--- src/rtl/aircon_pkg.sv ---
// Shared types and default constants for the aircon_ctrl thermostat.
// The optional fan run-on logic in the top level is built only when
// the macro AIRCON_FAN_EN is defined.
package aircon_pkg;

    typedef enum logic [1:0] {
        ST_IDLE = 2'b00,
        ST_HEAT = 2'b01,
        ST_COOL = 2'b10
    } state_t;

    localparam int DEF_TEMP_W    = 5;
    localparam int DEF_HEAT_ON   = 18;
    localparam int DEF_HEAT_OFF  = 20;
    localparam int DEF_COOL_OFF  = 20;
    localparam int DEF_COOL_ON   = 22;
    localparam int DEF_MIN_DWELL = 4;
    localparam int DEF_FAN_TAIL  = 3;

    // Counter width able to hold 0..n, never narrower than one bit.
    function automatic int cnt_width(input int n);
        int w;
        w = $clog2(n + 1);
        return (w < 1) ? 1 : w;
    endfunction

endpackage

--- src/rtl/aircon_ctrl_dwell_timer.sv ---
// Down-counter that reloads to LOAD, counts to zero and reports done.
// Used both as the anti-short-cycle dwell timer and as the fan tail timer.
module dwell_timer
    import aircon_pkg::*;
#(
    parameter int LOAD = DEF_MIN_DWELL
) (
    input  logic clk,
    input  logic rst_n,
    input  logic load,
    input  logic clr,
    output logic done
);

    localparam int            CW     = cnt_width(LOAD);
    localparam logic [CW-1:0] LOAD_V = CW'(LOAD);
    localparam logic [CW-1:0] ZERO_V = {CW{1'b0}};
    localparam logic [CW-1:0] ONE_V  = CW'(1);

    logic [CW-1:0] cnt_q;
    logic [CW-1:0] cnt_d;

    // Next count: clear wins over load, otherwise count down to zero.
    always_comb begin
        cnt_d = cnt_q;
        if (clr) begin
            cnt_d = ZERO_V;
        end else if (load) begin
            cnt_d = LOAD_V;
        end else if (cnt_q != ZERO_V) begin
            cnt_d = cnt_q - ONE_V;
        end else begin
            cnt_d = cnt_q;
        end
    end

    // Counter register, cleared asynchronously by reset.
    always_ff @(posedge clk or negedge rst_n) begin
        if (!rst_n) begin
            cnt_q <= ZERO_V;
        end else begin
            cnt_q <= cnt_d;
        end
    end

    assign done = (cnt_q == ZERO_V);

endmodule

--- src/rtl/aircon_ctrl.sv ---
// Hysteresis thermostat with minimum-dwell anti-short-cycle protection.
// Heating and cooling are decoded from a registered IDLE/HEAT/COOL state.
// Define AIRCON_FAN_EN to add the fan output with a FAN_TAIL run-on.
module aircon_ctrl
    import aircon_pkg::*;
#(
    parameter int TEMP_W    = DEF_TEMP_W,
    parameter int HEAT_ON   = DEF_HEAT_ON,
    parameter int HEAT_OFF  = DEF_HEAT_OFF,
    parameter int COOL_OFF  = DEF_COOL_OFF,
    parameter int COOL_ON   = DEF_COOL_ON,
    parameter int MIN_DWELL = DEF_MIN_DWELL,
    parameter int FAN_TAIL  = DEF_FAN_TAIL
) (
    input  logic              clk,
    input  logic              rst_n,
    input  logic              enable,
    input  logic [TEMP_W-1:0] temperature,
    output logic              heating,
    output logic              cooling,
    output logic [1:0]        state
`ifdef AIRCON_FAN_EN
    ,
    output logic              fan
`endif
);

    // Threshold ordering must hold or the hysteresis bands overlap.
    if (!(HEAT_ON < HEAT_OFF && HEAT_OFF <= COOL_OFF && COOL_OFF < COOL_ON &&
          COOL_ON < (2 ** TEMP_W) && HEAT_ON >= 0 && MIN_DWELL >= 0 &&
          FAN_TAIL >= 0)) begin : g_bad_params
        $fatal(1, "aircon_ctrl: illegal threshold/timer parameters");
    end

    localparam logic [TEMP_W-1:0] HEAT_ON_T  = TEMP_W'(HEAT_ON);
    localparam logic [TEMP_W-1:0] HEAT_OFF_T = TEMP_W'(HEAT_OFF);
    localparam logic [TEMP_W-1:0] COOL_OFF_T = TEMP_W'(COOL_OFF);
    localparam logic [TEMP_W-1:0] COOL_ON_T  = TEMP_W'(COOL_ON);

    state_t state_q;
    state_t state_d;
    logic   heating_q;
    logic   cooling_q;
    logic   dwell_done_s;
    logic   state_chg_s;

    // Next state: disable forces IDLE; otherwise moves only once dwell expired.
    always_comb begin
        state_d = state_q;
        if (!enable) begin
            state_d = ST_IDLE;
        end else if (dwell_done_s) begin
            case (state_q)
                ST_IDLE: begin
                    if (temperature <= HEAT_ON_T) begin
                        state_d = ST_HEAT;
                    end else if (temperature >= COOL_ON_T) begin
                        state_d = ST_COOL;
                    end else begin
                        state_d = ST_IDLE;
                    end
                end
                ST_HEAT: begin
                    if (temperature >= HEAT_OFF_T) begin
                        state_d = ST_IDLE;
                    end else begin
                        state_d = ST_HEAT;
                    end
                end
                ST_COOL: begin
                    if (temperature <= COOL_OFF_T) begin
                        state_d = ST_IDLE;
                    end else begin
                        state_d = ST_COOL;
                    end
                end
                default: state_d = ST_IDLE;
            endcase
        end else begin
            state_d = state_q;
        end
    end

    assign state_chg_s = (state_d != state_q);

    // State register with registered heater/cooler drives.
    always_ff @(posedge clk or negedge rst_n) begin
        if (!rst_n) begin
            state_q   <= ST_IDLE;
            heating_q <= 1'b0;
            cooling_q <= 1'b0;
        end else begin
            state_q   <= state_d;
            heating_q <= (state_d == ST_HEAT);
            cooling_q <= (state_d == ST_COOL);
        end
    end

    // Dwell restarts on every state change; disable clears it outright.
    dwell_timer #(
        .LOAD (MIN_DWELL)
    ) u_dwell (
        .clk   (clk),
        .rst_n (rst_n),
        .load  (state_chg_s),
        .clr   (!enable),
        .done  (dwell_done_s)
    );

    assign heating = heating_q;
    assign cooling = cooling_q;
    assign state   = state_q;

`ifdef AIRCON_FAN_EN
    logic tail_done_s;
    logic tail_load_s;
    logic tail_clr_s;

    // Tail starts when leaving an active state and is cancelled on re-entry.
    assign tail_load_s = (state_q != ST_IDLE) && (state_d == ST_IDLE);
    assign tail_clr_s  = (state_d != ST_IDLE);

    dwell_timer #(
        .LOAD (FAN_TAIL)
    ) u_fan_tail (
        .clk   (clk),
        .rst_n (rst_n),
        .load  (tail_load_s),
        .clr   (tail_clr_s),
        .done  (tail_done_s)
    );

    assign fan = heating_q || cooling_q || !tail_done_s;
`endif

endmodule
--- config.mk ---
export PLATFORM = sky130hd
export DESIGN_NAME = aircon_ctrl
export DESIGN_NICKNAME = d
export VERILOG_FILES = /design/src/rtl/aircon_pkg.sv /design/src/rtl/aircon_ctrl_dwell_timer.sv /design/src/rtl/aircon_ctrl.sv
export SDC_FILE = /design/constraint.sdc
export NUM_CORES = 1
export LEC_CHECK = 0
export BUFFER_PORTS_ARGS = -buffer_cell sky130_fd_sc_hd__buf_2
export CORE_UTILIZATION = 30
export CTS_CLUSTER_DIAMETER = 80
export DETAILED_ROUTE_END_ITERATION = 12
export MAX_ROUTING_LAYER = met4
export SYNTH_ARGS = -nofsm -noshare
export SYNTH_HDL_FRONTEND = slang
export SYNTH_SLANG_ARGS = --single-unit
--- constraint.sdc ---
create_clock -name clk -period 4.45 [get_ports clk]
set_input_delay 0 -clock clk [delete_from_list [all_inputs] [get_ports clk]]
set_output_delay 0 -clock clk [all_outputs]
set_load 0.05 [all_outputs]
==> results.yml <==
timing:
  final.period_utilization_pct: 35.2
  setup_slack_ns: 2.88
  clock-skew-final_ns: 0.00402
  totalNegativeSetupSlack_ns: 0
  grt_setup_unrepaired: "false"
  setup_viol: 0
  finalWorstPathRequiredPeriod_ns: 1.57
  maxSlewViolCount: 0
  worst_slew_pin_slew_ns: 0.352
  total_count_of_hold_check_failures_in_the_final_report: 0
  maxClockFrequency_mhz: 638
  worst_slew_margin_rel_pct: 76.4
global_route:
  grt_pass1_wl_um: 1700
  globalRoute.busiestLayer: "met2"
  use_met1_pct: 21.5
  grtUsageMet2_pct: 25.0
  initial_antenna_violation_count: 0
  grt_start_max_net_pins: 10
  global_routing_met3_resource_utilization_pct: 8.52
  global_route.overflow_total: 0
  first_global_vias: 376
  grt_use_total_pct: 17.5
clock_network:
  clk_transition_reported_paths_ns: 0.06
  numClockSinks: 7
  htreeDepth: 1
  max-clock-path-buffers: 2
  clk_latency_ns: 0.25
  clockRootBuffer: "sky130_fd_sc_hd__clkbuf_4"
  tritoncts: "yes"
  cts_buffers: 3
power_and_ir_drop:
  power_density_nw_per_um2: 657
  ir_worst_vdd_mv: 0.253
  leakagePower_nw: 0.267
place:
  pre_cts_ws_ns: 2.92
  globalplace.congestion: 0.698
  hpwl_um: 725
  io_buffers: 11
detailed_routing:
  route.vias.total: 422
  detail-route-antenna-nets: 0
  drt_pre_antenna_iters: 4
  dr.first_iter.drc_count: 15
  detail_route.vias_per_cell: 5.28
  drc: 0
  detail_route.wirelength_um: 955
  wl_per_cell_um: 11.9
floorplanning:
  starting_density_pct: 32.5
  core_area_um2: 1320
  num_io_pins: 12
  die_w_um: 39.8
  design.die.area_um2: 1580
  fp.dieH_um: 39.8
  rows: 13
critical_path:
  critPathArrivalTime_ns: 1.71
  setup.reg_to_reg.worst_slack_ns: 2.88
  endpoint_kind: "flip-flop"
  crit_path_start_kind: "flip-flop"
  worstSetupPathType: "reg -> reg"
  worst_r2r_startpoint: "u_dwell.cnt_q[0]"
  critical_path_required_ns: 4.59
  timing.critical_path.fanout_max: 4
  timing.reg2reg.worst_path_depth: 6
  critical_path.reg2reg.endpoint: "cooling"
logic_synthesis:
  post_synth.cell_area_avg_um2: 8.91
  ys_seq_elements: 7
  synthDominantAreaCellType: "sky130_fd_sc_hd__dfrtp_1"
  distinct_cells_synth: 24
  synth_area_um2: 428
  synth_nets: 58
  synth_seq_area_share_pct: 40.9
  post_synth_edffs: 0
  synth_top_area_share_pct: 40.9
  number_of_warnings_issued_by_yosys: 0
  synthArstFlopShare_pct: 100
  synth_area_leaders: "sky130_fd_sc_hd__dfrtp_1 (41%), sky130_fd_sc_hd__ha_1 (5.8%), sky130_fd_sc_hd__nor2_1 (5.3%)"
  postSynth.topFlopCell: "sky130_fd_sc_hd__dfrtp_1"
  mapped_cells: 48
min_path:
  worstHoldPathType: "in -> async"
finish:
  layout_commonest_cell: "sky130_fd_sc_hd__buf_2"
  layout_common_cells: "sky130_fd_sc_hd__buf_2 (11), sky130_fd_sc_hd__dfrtp_1 (7), sky130_fd_sc_hd__nor2_1 (6)"
  antennaDiodeCount: 0
  layout.nets: 76
  area.growth.synth_to_final_pct: 28.4
  filler_cell_count: 133
  fraction_of_layout_cells_with_a_size_suffix_above_1_pct: 26.2
run:
  drv.max_cap_violation_count: 0
status:
  result_of_the_run: "finished, final reports clean"
[cells by family after synthesis]
kind of cell	after synthesis	synth area share, %
simple gates	20	24.0
fa+ha+maj	2	5.85
compound gates	15	25.7
buf+inv	4	3.51
flops	7	40.9
[layout make-up]
cell class,instances,area [µm²],area share (%)
clock inverter,1,5.00,0.911
timing repair buffer,13,75.1,13.7
inverter,4,15.0,2.73
clock buffer,3,22.5,4.10
tap,15,18.8,3.42
sequential,7,175,31.9
multi-input combinational,37,238,43.3
[metal layers]
layer	vias up	share of wire, %
met2	12	45
li1	214	-
met3	0	4.7
met5	-	0
met4	0	0
met1	196	51
[repair_timing]
item                      4_1_cts  5_1_grt
hold buffers                    1        1
hold endpoints to repair        7        1
gates resized for setup         0        0
buffers inserted                0        0
[synthesized netlist by cell type, drive strengths merged (2+ instances only)]
| cell type | instances |
|---|---|
| nand2b | 2 |
| o21ai | 2 |
| nor2 | 6 |
| inv | 4 |
| ha | 2 |
| dfrtp | 7 |
| nand2 | 2 |
| nor3 | 4 |
| a21oi | 2 |
| a31oi | 2 |
| a211o | 2 |
| nor2b | 2 |
[power breakdown]
part           leakage (nW)  switching [mW]  internal (mW)  total, mW
Sequential           0.0931          0.0198         0.0869      0.107
Clock                0.0177          0.0247         0.0329     0.0576
Combinational         0.156           0.124         0.0725      0.196
Total                 0.267           0.168          0.192      0.361
[per-stage QoR]
stage	cell area, µm²	total power, mW	cells	utilization (%)	hold WS [ns]
2_1_floorplan	428	0.258	48	-	-0.296
3_3_place_gp	502	0.302	74	38.1	-0.158
3_5_place_dp	502	0.300	74	38.1	-0.161
4_1_cts	539	0.363	79	40.9	0.000805
5_1_grt	549	0.396	80	41.7	0.0959
6_report	549	0.361	80	41.7	0.105
[flip-flops by register name (all words and copies together), names as in the netlist]
register / count
state: 2
u_dwell.cnt_q: 3
cooling: 1
heating: 1
[worst max path at each step]
stage | startpoint | to | slack, ns | cells past startpoint
after floorplan | state[0] | u_dwell.cnt_q[2] | 2.86 | 4
after global placement | u_dwell.cnt_q[0] | cooling | 2.91 | 6
after detailed placement | u_dwell.cnt_q[0] | cooling | 2.92 | 6
after CTS | state[0] | u_dwell.cnt_q[2] | 2.90 | 4
after global routing | u_dwell.cnt_q[0] | cooling | 2.80 | 6
final | u_dwell.cnt_q[0] | cooling | 2.88 | 6
[worst max-delay path, stage by stage (launching register included)]
cell	delay [ns]
sky130_fd_sc_hd__dfrtp_1	0.38
sky130_fd_sc_hd__inv_1	0.10
sky130_fd_sc_hd__ha_1	0.21
sky130_fd_sc_hd__nor2b_1	0.28
sky130_fd_sc_hd__nand2_1	0.09
sky130_fd_sc_hd__o221a_2	0.25
sky130_fd_sc_hd__and2_1	0.15
Power figures use the tool's default switching activity.
